**src/rtl/rv32_writeback_scoreboard_if.sv**
```systemverilog
// Writeback scoreboard bus bundle.
// Groups the issue / complete handshakes, the decode-stage source query and
// the scoreboard status outputs.
//   master : the pipeline side (exec issue, long-latency unit complete, decode query)
//   slave  : the scoreboard itself
// query_rs[i] is source i (0 = rs1, 1 = rs2, 2 = rs3), gated by use_rs[i].
interface rv32_writeback_scoreboard_if;
  logic            issue_valid;
  logic [4:0]      issue_rd;
  logic            issue_ready;
  logic            complete_valid;
  logic [4:0]      complete_rd;
  logic [2:0][4:0] query_rs;
  logic [2:0]      use_rs;
  logic            stall;
  logic [31:0]     busy_vec;
  logic [2:0]      outstanding;
  logic            error;

  modport master (
    output issue_valid, issue_rd, complete_valid, complete_rd, query_rs, use_rs,
    input  issue_ready, stall, busy_vec, outstanding, error
  );

  modport slave (
    input  issue_valid, issue_rd, complete_valid, complete_rd, query_rs, use_rs,
    output issue_ready, stall, busy_vec, outstanding, error
  );
endinterface

```
**src/rtl/rv32_writeback_scoreboard.sv**
```systemverilog
// RV32 writeback scoreboard for long-latency register writes (loads, divides).
// Tracks up to three pending writes per register x1..x31 with a 2-bit counter
// and a total in-flight count bounded by MAX_OUTSTANDING (1..7).
// Ports:
//   clk     : clock, all state updates on the rising edge
//   resetn  : asynchronous active-low reset, clears all pending state at once
//   sb      : slave side of rv32_writeback_scoreboard_if
//             issue_valid/issue_rd/issue_ready : long-latency issue handshake
//             complete_valid/complete_rd       : writeback of a pending register
//             query_rs/use_rs -> stall         : decode hazard check (combinational)
//             busy_vec, outstanding, error     : status (error is sticky)
// x0 is never tracked: issues and completes to x0 change nothing.
module rv32_writeback_scoreboard #(
  parameter int MAX_OUTSTANDING = 4
) (
  input logic                        clk,
  input logic                        resetn,
  rv32_writeback_scoreboard_if.slave sb
);

  localparam logic [2:0] MAX_OUT = 3'(MAX_OUTSTANDING);

  logic [1:0]  cnt [32];
  logic [2:0]  outstanding_r;
  logic        error_r;

  logic [1:0]  issue_cnt;
  logic [1:0]  cmp_cnt;
  logic        issue_hit;
  logic        ready;
  logic        issue_acc;
  logic        issue_bad;
  logic        cmp_hit;
  logic        cmp_ok;
  logic        cmp_bad;
  logic        stall_c;
  logic [31:0] busy_c;

  // A source blocks if its register still has a write pending after this
  // cycle's writeback, or if the instruction leaving exec now targets it.
  function automatic logic blocked(input logic       use_src,
                                   input logic [4:0] rs,
                                   input logic [1:0] rs_cnt,
                                   input logic       cv,
                                   input logic [4:0] crd,
                                   input logic       iv,
                                   input logic [4:0] ird);
    logic hit;
    hit = (rs_cnt > 2'd1) ||
          ((rs_cnt == 2'd1) && !(cv && (crd == rs))) ||
          (iv && (ird == rs));
    return use_src && (rs != 5'd0) && hit;
  endfunction

  assign issue_cnt = cnt[sb.issue_rd];
  assign cmp_cnt   = cnt[sb.complete_rd];
  assign issue_hit = (sb.issue_rd != 5'd0);
  assign ready     = (outstanding_r < MAX_OUT) && (!issue_hit || (issue_cnt != 2'd3));
  assign issue_acc = sb.issue_valid && ready && issue_hit;
  assign issue_bad = sb.issue_valid && !ready;
  assign cmp_hit   = sb.complete_valid && (sb.complete_rd != 5'd0);
  assign cmp_ok    = cmp_hit && (cmp_cnt != 2'd0);
  assign cmp_bad   = cmp_hit && (cmp_cnt == 2'd0);

  always_comb begin
    stall_c = 1'b0;
    for (int i = 0; i < 3; i++) begin
      if (blocked(sb.use_rs[i], sb.query_rs[i], cnt[sb.query_rs[i]],
                  sb.complete_valid, sb.complete_rd, sb.issue_valid, sb.issue_rd))
        stall_c = 1'b1;
    end
  end

  always_comb begin
    busy_c = '0;
    for (int n = 1; n < 32; n++) busy_c[n] = (cnt[n] != 2'd0);
  end

  // State update: per-register counters, total, sticky error
  always_ff @(posedge clk or negedge resetn) begin
    if (!resetn) begin
      for (int n = 0; n < 32; n++) cnt[n] <= '0;
      outstanding_r <= '0;
      error_r       <= 1'b0;
    end else begin
      // cnt[0] is never updated, so it stays at its reset value of 0.
      for (int n = 1; n < 32; n++) begin
        if (issue_acc && (sb.issue_rd == 5'(n)) && !(cmp_ok && (sb.complete_rd == 5'(n))))
          cnt[n] <= cnt[n] + 2'd1;
        else if (cmp_ok && (sb.complete_rd == 5'(n)) && !(issue_acc && (sb.issue_rd == 5'(n))))
          cnt[n] <= cnt[n] - 2'd1;
      end
      if (issue_acc && !cmp_ok)
        outstanding_r <= outstanding_r + 3'd1;
      else if (cmp_ok && !issue_acc)
        outstanding_r <= outstanding_r - 3'd1;
      if (issue_bad || cmp_bad)
        error_r <= 1'b1;
    end
  end

  assign sb.issue_ready = ready;
  assign sb.stall       = stall_c;
  assign sb.busy_vec    = busy_c;
  assign sb.outstanding = outstanding_r;
  assign sb.error       = error_r;

endmodule

```
**src/flat_wrapper.sv**
```systemverilog
// flat-port wrapper written by rule: the top's interface ports become plain ports
module rv32_writeback_scoreboard_flat 
#(
  parameter int MAX_OUTSTANDING = 4
)
  (clk, resetn, sb_issue_valid, sb_issue_rd, sb_complete_valid, sb_complete_rd, sb_query_rs, sb_use_rs, sb_issue_ready, sb_stall, sb_busy_vec, sb_outstanding, sb_error);
  rv32_writeback_scoreboard_if sb_i ();
  input logic clk;
  input logic resetn;
  input wire logic [$bits(sb_i.issue_valid)-1:0] sb_issue_valid;
  input wire logic [$bits(sb_i.issue_rd)-1:0] sb_issue_rd;
  input wire logic [$bits(sb_i.complete_valid)-1:0] sb_complete_valid;
  input wire logic [$bits(sb_i.complete_rd)-1:0] sb_complete_rd;
  input wire logic [$bits(sb_i.query_rs)-1:0] sb_query_rs;
  input wire logic [$bits(sb_i.use_rs)-1:0] sb_use_rs;
  output wire logic [$bits(sb_i.issue_ready)-1:0] sb_issue_ready;
  output wire logic [$bits(sb_i.stall)-1:0] sb_stall;
  output wire logic [$bits(sb_i.busy_vec)-1:0] sb_busy_vec;
  output wire logic [$bits(sb_i.outstanding)-1:0] sb_outstanding;
  output wire logic [$bits(sb_i.error)-1:0] sb_error;
  assign sb_i.issue_valid = sb_issue_valid;
  assign sb_i.issue_rd = sb_issue_rd;
  assign sb_i.complete_valid = sb_complete_valid;
  assign sb_i.complete_rd = sb_complete_rd;
  assign sb_i.query_rs = sb_query_rs;
  assign sb_i.use_rs = sb_use_rs;
  assign sb_issue_ready = sb_i.issue_ready;
  assign sb_stall = sb_i.stall;
  assign sb_busy_vec = sb_i.busy_vec;
  assign sb_outstanding = sb_i.outstanding;
  assign sb_error = sb_i.error;
  rv32_writeback_scoreboard #(.MAX_OUTSTANDING(MAX_OUTSTANDING)) u_core (.clk(clk), .resetn(resetn), .sb(sb_i));
endmodule
```
**config.mk**
```make
export PLATFORM = sky130hd
export DESIGN_NAME = rv32_writeback_scoreboard_flat
export DESIGN_NICKNAME = d
export VERILOG_FILES = /design/src/rtl/rv32_writeback_scoreboard_if.sv /design/src/rtl/rv32_writeback_scoreboard.sv /design/src/flat_wrapper.sv
export SDC_FILE = /design/constraint.sdc
export NUM_CORES = 1
export LEC_CHECK = 0
export CORE_ASPECT_RATIO = 0.5
export CORE_UTILIZATION = 38
export CTS_CLUSTER_DIAMETER = 120
export DETAILED_ROUTE_END_ITERATION = 7
export SKIP_LAST_GASP = 1
export SLEW_MARGIN = 0
export SYNTH_ARGS = -nofsm -noshare
export SYNTH_HDL_FRONTEND = slang
export SYNTH_SLANG_ARGS = --single-unit
export TNS_END_PERCENT = 50
```
**constraint.sdc**
```tcl
create_clock -name clk -period 3 [get_ports clk]
set_input_delay 0.45 -clock clk [delete_from_list [all_inputs] [get_ports clk]]
set_output_delay 0.45 -clock clk [all_outputs]
set_load 0.01 [all_outputs]
```
==> Word-level counts from Yosys, hierarchy flattened <==
Cells that the tools add are included.
{ "word_totals": {"regBits": 66, "latchBits": 0, "ramBits": 0, "romBits": 0, "output_inout_bits": 38, "elab_cells": 560, "mem_count": 0} }
{ "op_classes": {"n_addsub": 64, "mul": 0, "n_div": 0, "n_lt_le_gt_ge": 9, "eq_ne": 72, "shift": 0, "mux": 82, "bitwise_logic": 5, "reduce_logical": 295} }
{ "op_table": {"columns": ["op", "n"], "rows": [
  ["== test 5 bit, second input constant", 32],
  ["logical AND 1 bit", 148],
  ["two-way mux 2 bit", 72],
  ["nonzero test 2 bit", 64],
  ["== test 5 x 4 -> 1 bit, second input constant", 16],
  ["zero test 1 bit", 69],
  ["adder 2 x 1 -> 2 bit, second input constant", 31],
  ["subtractor 2 x 1 -> 2 bit, second input constant", 31],
  ["binary-select mux 2 bit (select 5 bit)", 5],
  ["== test 5 x 3 -> 1 bit, second input constant", 8],
  ["== test 5 bit", 6],
  [">= comparator 6 bit, second input constant", 5],
  ["inverter 5 -> 6 bit", 5],
  ["nonzero test 5 bit", 5],
  ["== test 5 x 2 -> 1 bit, second input constant", 4],
  ["== test 5 x 1 -> 1 bit, second input constant", 2],
  ["logical OR 1 bit", 8],
  ["== test 2 x 1 -> 1 bit, second input constant", 3],
  ["> comparator 2 x 1 -> 1 bit, second input constant", 3],
  ["two-way mux 3 bit", 2],
  ["adder 3 x 1 -> 3 bit, second input constant", 1],
  ["less-than comparator 3 bit, second input constant", 1],
  ["two-way mux 1 bit", 3],
  ["subtractor 3 x 1 -> 3 bit, second input constant", 1],
  ["other kinds (2)", 2]
]} }

==> Depth between registers and ports, before layout <==
Gate-level depths: netlist (run 1).
{ "logic_depth": {"depth_word": 14, "depth_mapped": 15} }

==> Worst setup path before layout (run 1) <==
No wires, ideal clock.
{ "synth_path": {"path_kind": "input-to-reg", "from": "input port sb_issue_rd[1]", "to": "register u_core.outstanding_r[2], in the netlist u_core.sb.outstanding[2]", "setup_ns": 0.079, "arrival_ns": 3.310, "required_time_ns": 2.921, "setup_slack_ns": -0.389, "cell_stages": 12, "path_buffers": 1, "cell_sequence": "clkbuf_1 -> mux4_2 -> a32oi_1 -> inv_2 -> nor3_1 -> and3_1 -> ha_1 -> inv_1 -> fa_1 -> xor2_1 -> nor2_1 -> xor2_1"} }
{ "synth_between": {"elab_chain_cells": 12} }
{ "synth_lines": {"columns": ["element", "line_no", "source"], "rows": [
  ["from (decl)", "flat_wrapper.sv:11", "input wire logic [$bits(sb_i.issue_rd)-1:0] sb_issue_rd;"],
  ["inverter 5 -> 6 bit (implied by the code)", "rv32_writeback_scoreboard.sv:55", "assign issue_cnt = cnt[sb.issue_rd];"],
  ["binary-select mux 2 bit (select 5 bit)", "rv32_writeback_scoreboard.sv:55", null],
  ["two-way mux 2 bit (implied by the code) (2 in a row)", "rv32_writeback_scoreboard.sv:55", null],
  ["!= test 2 bit", "rv32_writeback_scoreboard.sv:58", "assign ready = (outstanding_r < MAX_OUT) && (!issue_hit || (issue_cnt != 2'd3));"],
  ["logical OR 1 bit *", "rv32_writeback_scoreboard.sv:58", null],
  ["logical AND 1 bit *", "rv32_writeback_scoreboard.sv:58", null],
  ["via sb_issue_ready", "flat_wrapper.sv:16", "output wire logic [$bits(sb_i.issue_ready)-1:0] sb_issue_ready;"],
  ["logical AND 1 bit * (2 in a row)", "rv32_writeback_scoreboard.sv:59", "assign issue_acc = sb.issue_valid && ready && issue_hit;"],
  ["zero test 1 bit", "rv32_writeback_scoreboard.sv:95", "else if (cmp_ok && !issue_acc)"],
  ["logical AND 1 bit", "rv32_writeback_scoreboard.sv:95", null],
  ["nonzero test 2 bit (no source line)", null, null],
  ["to (signal assigned)", "rv32_writeback_scoreboard.sv:94", "outstanding_r <= outstanding_r + 3'd1;"],
  ["to (signal assigned)", "rv32_writeback_scoreboard.sv:96", "outstanding_r <= outstanding_r - 3'd1;"],
  ["to (decl)", "rv32_writeback_scoreboard.sv:24", "logic [2:0] outstanding_r;"]
]} }
The timed path passes the listed nets; every way through them passes the cells marked *. The select of a mux whose other input is x is not followed.
A chain may end at the register's enable or synchronous reset.

==> Worst setup path in the final report (run 1) <==
{ "layout_path": {"from": "register u_core.cnt[19] (netlist name)", "to": "output port sb_stall"} }
{ "layout_between": {"elab_chain_cells": 11} }
{ "layout_lines": {"columns": ["element", "line_no", "source"], "rows": [
  ["from (decl)", "rv32_writeback_scoreboard.sv:23", "logic [1:0] cnt [32];"],
  ["from (signal, indexed assignment)", "rv32_writeback_scoreboard.sv:89", "cnt[n] <= cnt[n] + 2'd1;"],
  ["from (signal, indexed assignment)", "rv32_writeback_scoreboard.sv:91", "cnt[n] <= cnt[n] - 2'd1;"],
  ["binary-select mux 2 bit (select 5 bit)", "rv32_writeback_scoreboard.sv:68", "if (blocked(sb.use_rs[i], sb.query_rs[i], cnt[sb.query_rs[i]],"],
  ["two-way mux 2 bit (implied by the code) (2 in a row)", "rv32_writeback_scoreboard.sv:68", null],
  ["== test 2 x 1 -> 1 bit", "rv32_writeback_scoreboard.sv:50", "((rs_cnt == 2'd1) && !(cv && (crd == rs))) ||"],
  ["logical AND 1 bit", "rv32_writeback_scoreboard.sv:50", null],
  ["logical OR 1 bit", "rv32_writeback_scoreboard.sv:49", "hit = (rs_cnt > 2'd1) ||"],
  ["logical OR 1 bit", "rv32_writeback_scoreboard.sv:50", null],
  ["logical AND 1 bit", "rv32_writeback_scoreboard.sv:52", "return use_src && (rs != 5'd0) && hit;"],
  ["two-way mux 1 bit (2 in a row)", "rv32_writeback_scoreboard.sv:68", null],
  ["two-way mux 1 bit *", "rv32_writeback_scoreboard.sv:68", null],
  ["to (decl)", "flat_wrapper.sv:17", "output wire logic [$bits(sb_i.stall)-1:0] sb_stall;"]
]} }
Mark *: on every way between the ends. The rest lies on a longest branch, timed or not. The select of a mux whose other input is x is not followed.

==> impl_metrics.tcl, run 1 <==
set metrics [dict create \
    outcome "finished with violations" \
    violations "setup timing" \
    tightest_slew_ps 800 \
    nets 1046 \
    required_ps 2550 \
    layout_common_cells "buf_4 (217), xor2_1 (78), nor2_1 (62)" \
    synth_cell_type_count 65 \
    antennaDiodeCount 0 \
    synth.top_cells.by_area "dfrtp_1 (25%), mux4_2 (17%), xor2_1 (11%)" \
    final_util 0.625 \
    final_area_um2 10500 \
    core_um2 16800 \
    hpwl_um 21200 \
    swShare 0.394 \
    synthArstFlopShare 1.00 \
    vias 6860 \
    cp-endpoint "sb_stall" \
    synth_top_area_frac 0.247 \
    area_growth_pct 56.8 \
    cts.reportedPaths.clkPinSlew_ps 50 \
    setup_tns_ps -533 \
    drtPass1Iterations 5 \
    ys_ff_latch 66 \
    crit_start "u_core.cnt[19]" \
    p_int_uw 5340 \
    worst-path-buf-inv 3 \
    routedWlPerCell_um 23.1 \
    cp_top_family "compound AO/OA/AOI/OAI gates" \
    cap_viol_max_count 0 \
    path_cells "buf_6 -> mux4_2 -> mux2i_1 -> buf_4 -> a21oi_2 -> a221oi_2 -> a31oi_2 -> a211o_1 -> buf_2" \
    synthCells 702 \
    pwr-share-clk 0.126 \
    cp_slowest_cell "mux4_2" \
    cts_max_level 3 \
    synth_seq_area_share 0.247 \
    numCtsBuffers 9 \
    start_util 0.398 \
    multi_input_area_um2 5070 \
    die_area_um2 18200 \
    path_max_fanout 4 \
    gp_congestion 1.04 \
    fmax_ghz 0.320 \
    slew_headroom 0.467 \
    r2r_start "u_core.cnt[14]" \
    r2r_setup_slack_ps -80 \
    synth_flop_cell "dfrtp_1" \
    clk_latency_ps 360 \
    rsz0062_at_grt "true" \
    final_common_cell "buf_4" \
    synth_enable_flop_cells 0 \
    rows 33 \
    antenna_found_initial 0 \
    drtIter0Drc 734 \
    numPortBuffers 68 \
    grt-ovfl-total 0 \
    vdd_drop_max_mv 0.537 \
    endpoint_kind "output pin" \
    synth_area_leader_cell "dfrtp_1" \
    path_depth 9 \
    r2r_cells 9 \
    start_kind "flop" \
    drv_slew 0 \
    clk_path_buf_depth 2 \
    grt_usage 0.309 \
    root_buffer "clkbuf_16" \
    hold_buffers 0 \
    fin_skew_ps 12.2 \
    pre_cts_slack_ps -807 \
    hold_class "in2async" \
    grt_max_degree 35 \
    p_leak_uw 0.00473 \
    avgSynthCellArea_um2 9.54 \
    netlist_area_um2 6690 \
    critPathKind "reg2out" \
    min_period_ps 3120 \
    synth_nets 767 \
    fin_crit_sh 1.04 \
    fin_ws_ps -125 \
    fp.dieW_um 190 \
    hold_slack_ps 186 \
    drive_gt1_frac 0.473 \
    grt_pass1_wl_um 40300 \
    cts.sinks 66 \
    critPathMaxStageDelay_ps 450 \
    place_area_um2 9160 \
    p_comb_frac 0.652 \
    regArea_um2 1670 \
    via_per_inst 5.66 \
    yosysWarnings 2 \
    die_height_um 95.9 \
    hold_viol_final 0 \
    power_density_nw_per_um2 840 \
    p_seq_frac 0.222 \
    num_io_pins 70 \
    arrival_ps 2670 \
    detail-route-antenna-nets 0 \
    cts_tree "done" \
    wl_um 28000 \
    final-setup-viol-count 11 \
    n_fill_cell 1388 \
    post-route-drc-count 0 \
    rr_endpoint "u_core.sb.outstanding[1]" \
    grt_pass1_vias 6619 \
    p_sw_uw 3480 \
]
-- how the worst min path moves through the flow --
stage,cells after the start,slack (ps),start,end
global route,1,240,resetn,u_core.cnt[6]
global placement,2,470,u_core.sb.error,u_core.sb.error
detailed placement,1,490,u_core.cnt[51],u_core.cnt[51]
CTS,1,200,resetn,u_core.cnt[6]
floorplan,0,150,resetn,u_core.cnt[0]
finish,1,190,resetn,u_core.cnt[6]
-- synthesized netlist by cell type, types with 3 or more instances --
master / count
a211o_1: 4
a21oi_1: 3
a221oi_1: 7
a31oi_1: 6
and3_1: 3
buf_1: 10
buf_2: 20
buf_4: 4
buf_6: 6
clkbuf_1: 21
clkbuf_2: 6
dfrtp_1: 66
ha_1: 32
inv_1: 24
mux2_2: 7
mux2i_1: 21
mux4_2: 50
nand2_1: 50
nand2b_1: 3
nand3_1: 29
nand4_1: 6
nor2_1: 84
nor2b_1: 7
nor3_1: 15
nor4_1: 8
o21ai_0: 12
o21ai_1: 7
or2_1: 12
or2_2: 3
or3_1: 4
xnor2_1: 44
xor2_1: 82
-- flip-flops by register name (all words and copies together), names as in the netlist --
register and count:
u_core.sb.outstanding 3, u_core.cnt 62, u_core.sb.error 1
-- metal layers --
| layer | vias to the layer above | part of all wire | routed length (um) | track usage |
|---|---|---|---|---|
| met3 | 34 | 0.14 | 3860 | 0.130 |
| met4 | 2 | 0.014 | 392 | 0.0638 |
| met2 | 406 | 0.40 | 11200 | 0.421 |
| met5 | - | 0.0028 | 78 | 0.0330 |
| met1 | 3402 | 0.45 | 12500 | 0.444 |
| li1 | 3016 | - | - | - |
-- layout make-up --
cell class | count | area share
clock inverters | 4 | 0.00489
inverters | 27 | 0.0104
repair buffers | 335 | 0.291
well taps | 227 | 0.0271
clock buffers | 11 | 0.0241
multi-input cells | 542 | 0.483
flip-flops and latches | 66 | 0.159
-- timing repair --
item | in CTS | in global routing
pin swaps | 19 | 54
buffers inserted | 12 | 30
gates cloned | 2 | 4
gates resized for setup | 63 | 133
endpoints found under the setup margin | 59 | 40
-- cells by family after synthesis --
logic type / share of synthesized area
compound gates: 0.0574
xor+xnor: 0.165
fa+ha+maj: 0.0628
buf+inv: 0.0665
flops: 0.247
mux: 0.217
other cells: 0.000560
simple gates: 0.184
-- worst reg2reg max path: cells and delay by family (launching register included) --
kind	cells	cell delay [ps]
buffers and inverters	1	50
DFF	1	430
and+or+nand+nor	3	620
muxes	3	1250
adders and majority gates	2	600
-- stage by stage --
step                      power (uW)  cells
after global routing            9230   1212
after detailed placement        6900   1151
after CTS                       8210   1180
final                           8820   1212
after floorplan                 4150    702
after global placement          6820   1151
-- power groups by stage --
| stage | Sequential (uW) | Clock, uW | Combinational, uW |
|---|---|---|---|
| final | 1960 | 1110 | 5750 |
| after floorplan | 1730 | 0 | 2430 |
| after global placement | 1840 | 0 | 4990 |
| after CTS | 1860 | 1130 | 5220 |
| after detailed placement | 1860 | 0 | 5050 |
| after global routing | 1990 | 1170 | 6060 |
Note: power is estimated with default switching activity, not from simulation.
==> run 2, diff against run 1 <==
clock period = 3.7 ns   (was 3 ns; I/O delays follow)
==> run 2 against run 1 <==
  * The run now ends clean
  * Core utilization decreased by 11 points
  * Sequential share of layout area is 3.3 points higher
  * Via count fell by 13%
  * Sequential power fell by 5%
  * Final cell count down 14%
  * Critical path depth fell by 1
  * Global-route usage down 3.1 points
  * Cell area is 18% lower
  * Worst hold slack better by 31 ps
  * Largest cell class unchanged
  * Largest power group unchanged
==> impl_metrics.tcl, run 2 (synthesis results as in run 1) <==
set metrics [dict create \
    critPathKind "in2out" \
    fin_skew_ps 8.68 \
    crit_path_frequent_cell "mux4_2" \
    r2r_start "u_core.cnt[14]" \
    hold_buffers 0 \
    p_seq_frac 0.322 \
    clk_latency_ps 330 \
    antennaDiodeCount 0 \
    p_leak_uw 0.00372 \
    swShare 0.412 \
    hold_viol_final 0 \
    path_max_fanout 14 \
    endpoint_kind "output pin" \
    root_buffer "clkbuf_16" \
    fp.dieW_um 190 \
    p_int_uw 3410 \
    start_util 0.398 \
    vias 5938 \
    grt_max_degree 28 \
    total_power_uw 5790 \
    post-route-drc-count 0 \
    pre_cts_slack_ps -347 \
    gp_congestion 1.03 \
    cts.sinks 66 \
    p_sw_uw 2380 \
    cap_viol_max_count 0 \
    drive_gt1_frac 0.236 \
    path_cells "clkdlybuf4s50_1 -> buf_12 -> mux4_2 -> mux4_2 -> nand2_1 -> a31oi_1 -> a211o_1 -> dlygate4sd2_1" \
    via_per_inst 5.72 \
    cts_tree "done" \
    critPathMaxStageDelay_ps 570 \
    power_density_nw_per_um2 673 \
    die_height_um 95.9 \
    largest_reg_flops 62 \
    outcome "complete, no violations" \
    pwr-share-clk 0.180 \
    antenna_found_initial 0 \
    rr_endpoint "u_core.sb.outstanding[1]" \
    tightest_slew_ps 699 \
    die_area_um2 18200 \
    cp_slowest_cell "mux4_2" \
    cts_max_level 3 \
    area_growth_pct 28.4 \
    rows 33 \
    hpwl_um 19000 \
    start_kind "primary input" \
    final_area_um2 8600 \
    drtIter0Drc 686 \
    fin_ws_ps 53.6 \
    r2r_setup_slack_ps 380 \
    nets 872 \
    fin_crit_sh 0.986 \
    drv_slew 0 \
    core_um2 16800 \
    cts.reportedPaths.clkPinSlew_ps 60 \
    setup_tns_ps 0 \
    min_period_ps 3650 \
    vdd_drop_max_mv 0.358 \
    arrival_ps 3090 \
    r2r_cells 9 \
    detail-route-antenna-nets 0 \
    grt-ovfl-total 0 \
    numPortBuffers 68 \
    place_area_um2 8110 \
    grt_pass1_vias 5699 \
    layout_common_cells "nor2_1 (84), xor2_1 (82), buf_4 (80)" \
    regMostFlops "u_core.cnt" \
    drtPass1Iterations 5 \
    wl_um 24000 \
    rsz0062_at_grt "true" \
    grt_pass1_wl_um 36500 \
    fmax_ghz 0.274 \
    final_common_cell "nor2_1" \
    routedWlPerCell_um 23.1 \
    slew_headroom 0.534 \
    num_io_pins 70 \
    grt_usage 0.278 \
    p_comb_frac 0.498 \
    required_ps 3140 \
    clk_path_buf_depth 2 \
    final-setup-viol-count 0 \
    numCtsBuffers 9 \
    hold_class "in2async" \
]
run 2: cell types whose count changed in the layout (fill, tap and decap cells not counted), moves of 7 or more:
cell	previous run	this run
nand3_1	19	29
nor2_2	20	1
dfrtp_1	52	66
nand3_2	10	1
buf_4	217	80
buf_6	33	0
clkdlybuf4s50_1	48	62
ha_1	20	32
dfrtp_2	14	0
dlymetal6s2s_1	9	2
nor2_1	62	84
o21ai_0	3	10
run 2: cell type report:
class / count / area, um^2
clock buffer: 11 / 253
clock inverter: 5 / 100
fill: 1513 / 8210
inverter: 27 / 104
multi-input combinational: 542 / 4650
sequential: 66 / 1650
tap: 227 / 284
timing repair buffer: 161 / 1550
run 2: per-layer routing:
layer,vias up,part of all wire,track usage
met1,2960,0.47,0.422
li1,2662,-,-
met2,291,0.39,0.370
met5,-,0,0
met3,25,0.13,0.0948
met4,0,0.013,0.0565
run 2: worst max-delay path, delay by kind of cell:
| kind | cells | cell delay [ps] |
|---|---|---|
| simple gates | 1 | 80 |
| mux | 2 | 1050 |
| compound gates | 2 | 420 |
| buf+inv | 3 | 960 |
run 2: worst max-delay path by stage:
stage	from	end	slack, ps	cells after the start
floorplan	sb_issue_rd[1]	u_core.sb.outstanding[2]	210	12
global route	sb_issue_rd[3]	sb_issue_ready	-70	10
CTS	sb_complete_rd[0]	u_core.sb.outstanding[1]	7	10
global placement	sb_query_rs[0]	sb_stall	-280	12
detailed placement	sb_query_rs[0]	sb_stall	-350	12
finish	sb_query_rs[5]	sb_stall	50	8
run 2: per-stage QoR:
step / util / instances / hold WS (ps)
after CTS: 0.509 / 1039 / 234
after global placement: 0.482 / 1018 / 488
final: 0.512 / 1039 / 218
after detailed placement: 0.482 / 1018 / 494
after floorplan: - / 702 / 259
after global routing: 0.512 / 1039 / 260
run 2: what timing repair did:
item                                    in CTS  in global routing
resized for setup                            8                 10
setup buffers                                4                  0
endpoints found under the setup margin       1                  6
pin swaps                                    0                  1
gates cloned                                 1                  0
run 2: power groups by stage:
stage | clock [uW] | combinational [uW] | sequential, uW
after floorplan | 0 | 1950 | 1400
after global placement | 0 | 2800 | 1820
after detailed placement | 0 | 2820 | 1830
after CTS | 1050 | 2850 | 1830
after global routing | 1090 | 3100 | 1910
final | 1040 | 2880 | 1860
